===== src/rtl/dma_chan_sched.sv =====
// rtl/dma_chan_sched.sv - four-channel round-robin DMA word scheduler feeding a host ring buffer
// Optional WAIT watchdog with sticky err_o is enabled by defining DMA_TIMEOUT_EN.
module dma_chan_sched #(
    parameter int TIMEOUT_CYC = 1024
) (
    input  logic         clk,
    input  logic         rst_n,
    input  logic         enable_i,
    input  logic         cfg_bus_mstr_enable,
    input  logic [3:0]   req_i,
    input  logic [127:0] ch_data_i,
    input  logic [29:0]  buf_base_i,
    input  logic [15:0]  buf_size_i,
    input  logic         dma_rd_en,
    output logic         dma_start,
    output logic [29:0]  dma_addr,
    output logic [31:0]  dma_data,
    output logic [3:0]   ack_o,
    output logic         start_int_o,
    output logic         busy_o,
    output logic [15:0]  wptr_o,
    output logic         err_o
);
    localparam logic [1:0] ST_IDLE  = 2'd0;
    localparam logic [1:0] ST_START = 2'd1;
    localparam logic [1:0] ST_WAIT  = 2'd2;

    logic [1:0]  state_q, state_d;
    logic [1:0]  last_grant_q, last_grant_d;
    logic [15:0] wptr_q, wptr_d;
    logic        dma_start_q, dma_start_d;
    logic [29:0] dma_addr_q, dma_addr_d;
    logic [31:0] dma_data_q, dma_data_d;
    logic [3:0]  ack_q, ack_d;
    logic        start_int_q, start_int_d;

    logic        rr_found;
    logic [1:0]  rr_pick;
    logic [1:0]  rr_idx;
    logic [15:0] wptr_last;

`ifdef DMA_TIMEOUT_EN
    localparam logic [31:0] TMO_LAST = 32'(TIMEOUT_CYC - 1);
    logic [31:0] tmo_cnt_q, tmo_cnt_d;
    logic        err_q, err_d;
`else
    logic unused_timeout_cfg;
    assign unused_timeout_cfg = (TIMEOUT_CYC != 0);
`endif

    // Search order starts just after the last granted channel; the 4th probe revisits it.
    always_comb begin
        rr_found = 1'b0;
        rr_pick  = last_grant_q;
        rr_idx   = last_grant_q;
        for (int i = 1; i <= 4; i++) begin
            rr_idx = last_grant_q + 2'(i);
            if (!rr_found && req_i[rr_idx]) begin
                rr_found = 1'b1;
                rr_pick  = rr_idx;
            end
        end
    end

    // A size of 0 encodes a full 64K-DW buffer.
    assign wptr_last = (buf_size_i == 16'd0) ? 16'hFFFF : buf_size_i - 16'd1;

    always_comb begin
        state_d      = state_q;
        last_grant_d = last_grant_q;
        wptr_d       = wptr_q;
        dma_start_d  = 1'b0;
        dma_addr_d   = dma_addr_q;
        dma_data_d   = dma_data_q;
        ack_d        = 4'd0;
        start_int_d  = 1'b0;
`ifdef DMA_TIMEOUT_EN
        tmo_cnt_d    = tmo_cnt_q;
        err_d        = err_q;
`endif
        case (state_q)
            ST_IDLE: begin
                if (!enable_i) begin
                    wptr_d       = 16'd0;
                    last_grant_d = 2'd3;
`ifdef DMA_TIMEOUT_EN
                    err_d        = 1'b0;
`endif
                end else if (cfg_bus_mstr_enable && rr_found) begin
                    last_grant_d = rr_pick;
                    state_d      = ST_START;
                    dma_start_d  = 1'b1;
                    dma_addr_d   = buf_base_i + {14'd0, wptr_q};
                    dma_data_d   = ch_data_i[{rr_pick, 5'd0} +: 32];
                end
            end
            ST_START: begin
                state_d = ST_WAIT;
`ifdef DMA_TIMEOUT_EN
                tmo_cnt_d = 32'd0;
`endif
            end
            ST_WAIT: begin
                if (dma_rd_en) begin
                    state_d             = ST_IDLE;
                    ack_d[last_grant_q] = 1'b1;
                    if (wptr_q >= wptr_last) begin
                        wptr_d      = 16'd0;
                        start_int_d = 1'b1;
                    end else begin
                        wptr_d = wptr_q + 16'd1;
                    end
                end
`ifdef DMA_TIMEOUT_EN
                else if (tmo_cnt_q == TMO_LAST) begin
                    err_d   = 1'b1;
                    state_d = ST_IDLE;
                end else begin
                    tmo_cnt_d = tmo_cnt_q + 32'd1;
                end
`endif
            end
            default: state_d = ST_IDLE;
        endcase
    end

    always_ff @(posedge clk or negedge rst_n) begin
        if (!rst_n) begin
            state_q      <= ST_IDLE;
            last_grant_q <= 2'd3;
            wptr_q       <= 16'd0;
            dma_start_q  <= 1'b0;
            dma_addr_q   <= 30'd0;
            dma_data_q   <= 32'd0;
            ack_q        <= 4'd0;
            start_int_q  <= 1'b0;
        end else begin
            state_q      <= state_d;
            last_grant_q <= last_grant_d;
            wptr_q       <= wptr_d;
            dma_start_q  <= dma_start_d;
            dma_addr_q   <= dma_addr_d;
            dma_data_q   <= dma_data_d;
            ack_q        <= ack_d;
            start_int_q  <= start_int_d;
        end
    end

`ifdef DMA_TIMEOUT_EN
    always_ff @(posedge clk or negedge rst_n) begin
        if (!rst_n) begin
            tmo_cnt_q <= 32'd0;
            err_q     <= 1'b0;
        end else begin
            tmo_cnt_q <= tmo_cnt_d;
            err_q     <= err_d;
        end
    end
    assign err_o = err_q;
`else
    assign err_o = 1'b0;
`endif

    assign dma_start   = dma_start_q;
    assign dma_addr    = dma_addr_q;
    assign dma_data    = dma_data_q;
    assign ack_o       = ack_q;
    assign start_int_o = start_int_q;
    assign busy_o      = (state_q != ST_IDLE);
    assign wptr_o      = wptr_q;

endmodule


===== config.mk =====
export PLATFORM = sky130hd
export DESIGN_NAME = dma_chan_sched
export DESIGN_NICKNAME = d
export VERILOG_FILES = /design/src/rtl/dma_chan_sched.sv
export SDC_FILE = /design/constraint.sdc
export NUM_CORES = 1
export LEC_CHECK = 0
export CORE_MARGIN = 3
export CORE_UTILIZATION = 49
export CTS_BUF_LIST = sky130_fd_sc_hd__clkbuf_4
export DETAILED_ROUTE_END_ITERATION = 16
export PLACE_DENSITY = 0.9
export SLEW_MARGIN = 10
export SYNTH_ARGS = -nofsm -noshare
export SYNTH_HDL_FRONTEND = slang
export SYNTH_SLANG_ARGS = --single-unit

===== constraint.sdc =====
create_clock -name clk -period 5.3 [get_ports clk]
set_input_delay 1.06 -clock clk [delete_from_list [all_inputs] [get_ports clk]]
set_output_delay 1.06 -clock clk [all_outputs]
set_load 0.02 [all_outputs]

==> results of run 1 <==
## kinds of logic after synthesis
family,after synthesis
adders and majority gates,39
AOI/OAI and AO/OA,171
DFF,88
and+or+nand+nor,284
buffers and inverters,58
xor gates and xnor gates,32
other,1
muxes,69
## worst paths after layout
| kind | end | slack (ns) |
|---|---|---|
| max | wptr_o[10] | 0.60 |
| min | dma_addr[12] | 0.49 |
| max reg2reg | dma_data[29] | 1.91 |
| min reg2reg | dma_addr[12] | 0.49 |
| max in group asynchronous | dma_addr[9] | 3.71 |
| min in group asynchronous | dma_addr[19] | 0.56 |
## cells in the final DEF (no fill, tap or decap), types with 4 or more instances in the layout
cell type / n
sky130_fd_sc_hd__or2_2: 4
sky130_fd_sc_hd__xor2_1: 12
sky130_fd_sc_hd__a211oi_1: 5
sky130_fd_sc_hd__nor3_1: 49
sky130_fd_sc_hd__mux2i_1: 66
sky130_fd_sc_hd__buf_4: 7
sky130_fd_sc_hd__dfrtp_1: 86
sky130_fd_sc_hd__nand2b_1: 10
sky130_fd_sc_hd__nand4_1: 17
sky130_fd_sc_hd__a221o_1: 32
sky130_fd_sc_hd__o31ai_1: 7
sky130_fd_sc_hd__a21oi_1: 27
sky130_fd_sc_hd__ha_1: 38
sky130_fd_sc_hd__nand2_1: 78
sky130_fd_sc_hd__nand3_1: 16
sky130_fd_sc_hd__o311ai_0: 8
sky130_fd_sc_hd__o21a_1: 6
sky130_fd_sc_hd__xnor2_1: 20
sky130_fd_sc_hd__nor4_1: 7
sky130_fd_sc_hd__o21ai_0: 36
sky130_fd_sc_hd__a21o_1: 12
sky130_fd_sc_hd__or3_1: 6
sky130_fd_sc_hd__o211ai_1: 6
sky130_fd_sc_hd__nor2b_1: 5
sky130_fd_sc_hd__nor2_1: 56
sky130_fd_sc_hd__and3_1: 15
sky130_fd_sc_hd__inv_1: 18
sky130_fd_sc_hd__a31oi_1: 6
sky130_fd_sc_hd__clkdlybuf4s50_1: 266
sky130_fd_sc_hd__clkbuf_4: 10
## worst register-to-register path: cells and delay by family, from the launching register on
family | cells | cell delay [ns]
adder cells (fa/ha/maj) | 1 | 0.46
AND/OR/NAND/NOR | 3 | 0.35
buffers and inverters | 2 | 0.53
multiplexers | 1 | 0.38
AO/OA/AOI/OAI | 3 | 0.94
flip-flops | 1 | 0.67
## final cells by class
cell class                 count  area (µm²)
antenna                        1        2.50
clock buffer                  10        75.1
clock inverter                 6         115
fill                         950        3320
inverter                      18        67.6
multi-input combinational    596        4140
sequential                    88        2200
tap                          172         215
timing repair buffer         274        2740
## flip-flops by register name (all words and copies together), names as in the netlist
name	cells
dma_data	32
dma_addr	30
wptr_o	16
ack_o	4
last_grant_q	2
state_q	2
dma_start	1
start_int_o	1
## metal layers
layer	global-route usage, %	vias up
met3	6.73	29
met1	36.5	3180
met2	46.3	254
met5	0	-
li1	-	3265
met4	6.72	0
## metrics by stage
step	std cells	total power, µW
detailed placement	1148	3050
CTS	1164	3550
finish	1165	3540
global placement	1148	3010
floorplan	742	2360
global route	1165	3740
## power groups by stage
stage | clock network, µW | logic (µW) | registers, µW
floorplan | 0 | 1160 | 1200
global placement | 0 | 2010 | 996
detailed placement | 0 | 2040 | 1000
CTS | 507 | 2050 | 991
global route | 534 | 2200 | 1020
finish | 500 | 2050 | 995
## synth_stat cells (6+ instances only)
cell	number
sky130_fd_sc_hd__xnor2_1	20
sky130_fd_sc_hd__nand3_1	16
sky130_fd_sc_hd__nand4_1	17
sky130_fd_sc_hd__o211ai_1	6
sky130_fd_sc_hd__nand2b_1	10
sky130_fd_sc_hd__clkbuf_1	15
sky130_fd_sc_hd__nor4_1	7
sky130_fd_sc_hd__and3_1	15
sky130_fd_sc_hd__o311ai_0	8
sky130_fd_sc_hd__o21ai_0	36
sky130_fd_sc_hd__a31oi_1	6
sky130_fd_sc_hd__o21a_1	6
sky130_fd_sc_hd__dfrtp_1	86
sky130_fd_sc_hd__nor2_1	56
sky130_fd_sc_hd__mux2i_1	66
sky130_fd_sc_hd__or3_1	6
sky130_fd_sc_hd__xor2_1	12
sky130_fd_sc_hd__a21oi_1	27
sky130_fd_sc_hd__buf_2	17
sky130_fd_sc_hd__o31ai_1	7
sky130_fd_sc_hd__ha_1	38
sky130_fd_sc_hd__a221o_1	32
sky130_fd_sc_hd__nand2_1	79
sky130_fd_sc_hd__nor3_1	49
sky130_fd_sc_hd__inv_1	18
sky130_fd_sc_hd__a21o_1	12
==> reports/metrics.csv, run 1 <==
metric;value;unit
tritoncts;done;
post_cts_resize_count;0;
clock_tree.root_cell;sky130_fd_sc_hd__clkbuf_4;
worstSetupEndpointType;flip-flop;
switching_share;41.6;%
critical_path_cell_by_cell;clkdlybuf4s50_1 -> or3_4 -> or4_4 -> nor4_1 -> xor2_1 -> nor2_1 -> ha_1 -> a21o_1 -> a211oi_1 -> o21ai_0 -> o2111ai_2 -> and2_1 -> nand2_1 -> o311ai_0;
grt_antenna_before_repair;1;
post_synth_main_area_contributors;sky130_fd_sc_hd__dfrtp_1 33%, sky130_fd_sc_hd__mux2i_1 10%, sky130_fd_sc_hd__ha_1 7.2%, sky130_fd_sc_hd__a221o_1 4.8%, sky130_fd_sc_hd__nand2_1 4.5%;
worst_hold_startpoint;dma_addr[12];
max_slew_margin;54.6;%
largest_net_degree_at_the_start_of_global_routing;94;
maxCapViolations;0;
crit_cells;14;
ir_drop_worst_case_vdd;0.648;mV
prevailing_post_synth_register_cell;sky130_fd_sc_hd__dfrtp_1;
floorplan.io_pins;269;
yosys.cell_types.count;67;
final_cell_area;9560;µm²
cts_sinks;88;
crit_slowest_cell;sky130_fd_sc_hd__clkdlybuf4s50_1;
synth_fa_ha_area_share;7.50;%
peak_freq;213;MHz
synth_top_family_by_area;simple AND/OR/NAND/NOR gates;
run_status;finished, final reports clean;
power.switching;1470;µW
worst_max_slew_pin_slew;0.673;ns
vias_in_the_first_global_route;6408;
post_route_drc;0;
final_util;74.2;%
worst_hold_path_type;reg -> reg;
timing.critical_path.from_type;input port;
ctsLongestPathBuffers;2;
post_drt_wl_per_cell;17.9;µm
post_synth_inst_count;742;
htreeDepth;3;
critical_path_peak_fanout;12;
hold_path_depth;2;
cts_inserted_buffers;9;
routedLengthMet1;9.00;mm
worst_setup_hold_path_clk_slew;0.14;ns
setup_viol;0;
clock_skew;0.0314;ns
synth_top_cell_by_area;sky130_fd_sc_hd__dfrtp_1;
reg_to_reg_critical_path_startpoint;last_grant_q[0];
global_route.usage.total;27.7;%
path_buf_inv;1;
detailroute.wirelength.met3;1.50;mm
final_antenna_violating_net_count;0;
synthMuxAreaShare;10.6;%
avgSynthCellArea;8.91;µm²
period_share;88.7;%
cp_top_family;simple AND/OR/NAND/NOR gates;
finalMaxSlewViolations;0;
final-hold-violation-count;0;
postSynth.asyncResetShare;100;%
rows;41;
leakage_power_figure;0.00411;µW
initialDrtViolationCount;528;
die_x;122;µm
synthXorXnorAreaFrac;4.24;%
highest-signal-layer;met4;
finalWeightedCongestion;0.855;
synth-compound-area-share;18.8;%
synth-edff-count;0;
io_buffers;267;
critPathLaunch;buf_size_i[2];
post_synth_instance_area;6610;µm²
detail_route.vias_per_cell;5.78;
post_synth_and_or_nand_nor_area_fraction;21.2;%
clock_power_share;14.1;%
final_critical_path_setup_slack;0.599;ns
worst-setup-path-type;in -> reg;
postCtsHoldBufs;0;
cts_setup_buffers;0;
layout-drive-gt1-share;4.23;%
area_growth_syn_to_fin;44.6;%
ys_seq_area_share;33.4;%
synth-warning-count;0;
post_dp_cell_area;9360;µm²
rsz0062_at_grt;false;
vias_after_detailed_routing;6728;
cpPeakStageDelay;0.46;ns
synth_seq_cells;88;
sum_neg_setup_slack;0;ns
hold-worst-slack;0.493;ns
dp_slack;0.192;ns
wire_length_of_the_first_global_routing_pass;32.7;mm
final_net_count;1209;
intPower;2070;µW
pwr-share-seq;28.1;%
remaining_overflow_grt;0;
rr_worst_depth;10;
die_h;122;µm
wl_met2;10.1;mm
core_area;12900;µm²
power.density;371;nW/µm²
initial_utilization;51.3;%
worst-endpoint-arrival;5.04;ns
crit_required;5.64;ns
period_needed;4.70;ns
drtPass1Iterations;6;
insertion_delay;0.48;ns
netlist.area_leader.share;32.6;%
die_area;14900;µm²
synth_nets;964;
post_dp_hpwl;16.1;mm
combPwrFrac;57.8;%
routed_wl;20.9;mm
(Power assumes the default switching activity.)
==> run 2: changes to the inputs <==
- MAX_ROUTING_LAYER: default -> met4
- SETUP_SLACK_MARGIN: default -> 0.02
==> run 2 against run 1 <==
Net effect:
- fmax up 0.63%
- final cell count did not move
- clock power is 0.8% lower
- critical endpoint unchanged
- highest routed layer unchanged
==> reports/metrics.csv, run 2 (synthesized netlist as in run 1, its figures left out) <==
metric;value;unit
finalWeightedCongestion;0.868;
final_util;74.2;%
worst-endpoint-arrival;5.02;ns
placed_cells_incl_taps;1148;
layout-drive-gt1-share;4.23;%
worst_hold_path_type;reg -> reg;
post_drt_wl_per_cell;17.9;µm
critical_path_cell_by_cell;clkdlybuf4s50_1 -> or3_4 -> or4_4 -> nor4_1 -> xor2_1 -> nor2_1 -> ha_1 -> a21o_1 -> a211oi_1 -> o21ai_0 -> o2111ai_2 -> and2_1 -> nand2_1 -> o311ai_0;
grt_antenna_before_repair;1;
setup_viol;0;
worst-setup-path-type;in -> reg;
power.density;370;nW/µm²
finalMaxSlewViolations;0;
period_share;88.1;%
cpPeakStageDelay;0.46;ns
io_buffers;267;
final_net_count;1209;
post_dp_hpwl;16.1;mm
rows;41;
clock_skew;0.0298;ns
wire_length_of_the_first_global_routing_pass;32.6;mm
htreeDepth;3;
final_antenna_violating_net_count;0;
postCtsHoldBufs;0;
initial_utilization;51.3;%
ctsLongestPathBuffers;2;
peak_freq;214;MHz
area_growth_syn_to_fin;44.6;%
period_needed;4.67;ns
cts_sinks;88;
ir_drop_worst_case_vdd;0.649;mV
die_h;122;µm
cp_top_family;simple AND/OR/NAND/NOR gates;
path_buf_inv;1;
worst_setup_hold_path_clk_slew;0.14;ns
largest_register_ffs;32;
drtPass1Iterations;4;
timing.critical_path.from_type;input port;
max_slew_margin;53.7;%
cts_inserted_buffers;9;
run_status;finished, final reports clean;
clock_tree.root_cell;sky130_fd_sc_hd__clkbuf_4;
tritoncts;done;
sum_neg_setup_slack;0;ns
post_route_drc;0;
maxCapViolations;0;
worst_max_slew_pin_slew;0.685;ns
worstSetupEndpointType;flip-flop;
crit_slowest_cell;sky130_fd_sc_hd__clkdlybuf4s50_1;
cts_setup_buffers;0;
initialDrtViolationCount;522;
routed_wl;20.8;mm
vias_in_the_first_global_route;6416;
leakage_power_figure;0.00411;µW
floorplan.io_pins;269;
fill_cells;950;
final-hold-violation-count;0;
layout.cells.most_common;sky130_fd_sc_hd__clkdlybuf4s50_1;
rsz0062_at_grt;false;
detail_route.vias_per_cell;5.77;
final_critical_path_setup_slack;0.628;ns
critical_path_peak_fanout;12;
dp_slack;0.192;ns
remaining_overflow_grt;0;
vias_after_detailed_routing;6724;
crit_required;5.65;ns
post_cts_resize_count;0;
insertion_delay;0.48;ns
core_area;12900;µm²
most_frequent_cells_in_the_layout;266 x sky130_fd_sc_hd__clkdlybuf4s50_1, 86 x sky130_fd_sc_hd__dfrtp_1, 78 x sky130_fd_sc_hd__nand2_1, 66 x sky130_fd_sc_hd__mux2i_1, 56 x sky130_fd_sc_hd__nor2_1;
largest_net_degree_at_the_start_of_global_routing;94;
global_route.usage.total;28.5;%
die_area;14900;µm²
die_x;122;µm
finalNonFillerCells;1165;
run 2: cell counts in the layout (fill, tap and decap cells not counted):
Identical to the previous run, type by type.
run 2: tightest hold or removal path, stage by stage (launching register included):
cell and delay (ns):
sky130_fd_sc_hd__dfrtp_1 0.37, sky130_fd_sc_hd__nand2_1 0.04, sky130_fd_sc_hd__o21ai_0 0.06
run 2: final cells by class:
type | count | area (µm²) | area share [%]
well taps | 172 | 215 | 2.25
clock buffers | 10 | 75.1 | 0.786
multi-input cells | 596 | 4140 | 43.3
clock inverters | 6 | 115 | 1.20
inverters | 18 | 67.6 | 0.707
repair buffers | 274 | 2740 | 28.6
diodes | 1 | 2.50 | 0.0262
flip-flops and latches | 88 | 2200 | 23.1
run 2: metal layers:
metal	up-vias	track usage, %	part of all wire, %
met5	-	-	0
met4	0	6.79	1.6
met3	30	6.45	6.5
met2	227	46.3	48
met1	3205	36.5	43
li1	3262	-	-
run 2: per-stage QoR:
stage	power (µW)	area, µm²	hold WS, ns
2_1_floorplan	2360	6610	0.521
5_1_grt	3740	9560	0.519
3_5_place_dp	3050	9360	0.470
6_report	3540	9560	0.494
4_1_cts	3550	9550	0.501
3_3_place_gp	3010	9360	0.459
run 2: worst paths after layout:
path	from	to	slack [ns]	cells after the start
setup / recovery	buf_size_i[2]	wptr_o[10]	0.63	14
hold / removal	dma_addr[12]	dma_addr[12]	0.49	2
min in group asynchronous	rst_n	dma_addr[19]	0.56	1
hold reg to reg	dma_addr[12]	dma_addr[12]	0.49	2
max in group asynchronous	rst_n	dma_data[2]	3.73	2
setup reg to reg	last_grant_q[0]	dma_data[29]	1.91	10
run 2: where the power goes:
| group | total [µW] | leakage [µW] | switching [µW] | internal, µW |
|---|---|---|---|---|
| combinational | 2050 | 0.00289 | 1090 | 959 |
| sequential | 993 | 0.00112 | 132 | 861 |
| clock | 496 | 0.0000976 | 249 | 247 |
| total | 3540 | 0.00411 | 1470 | 2070 |
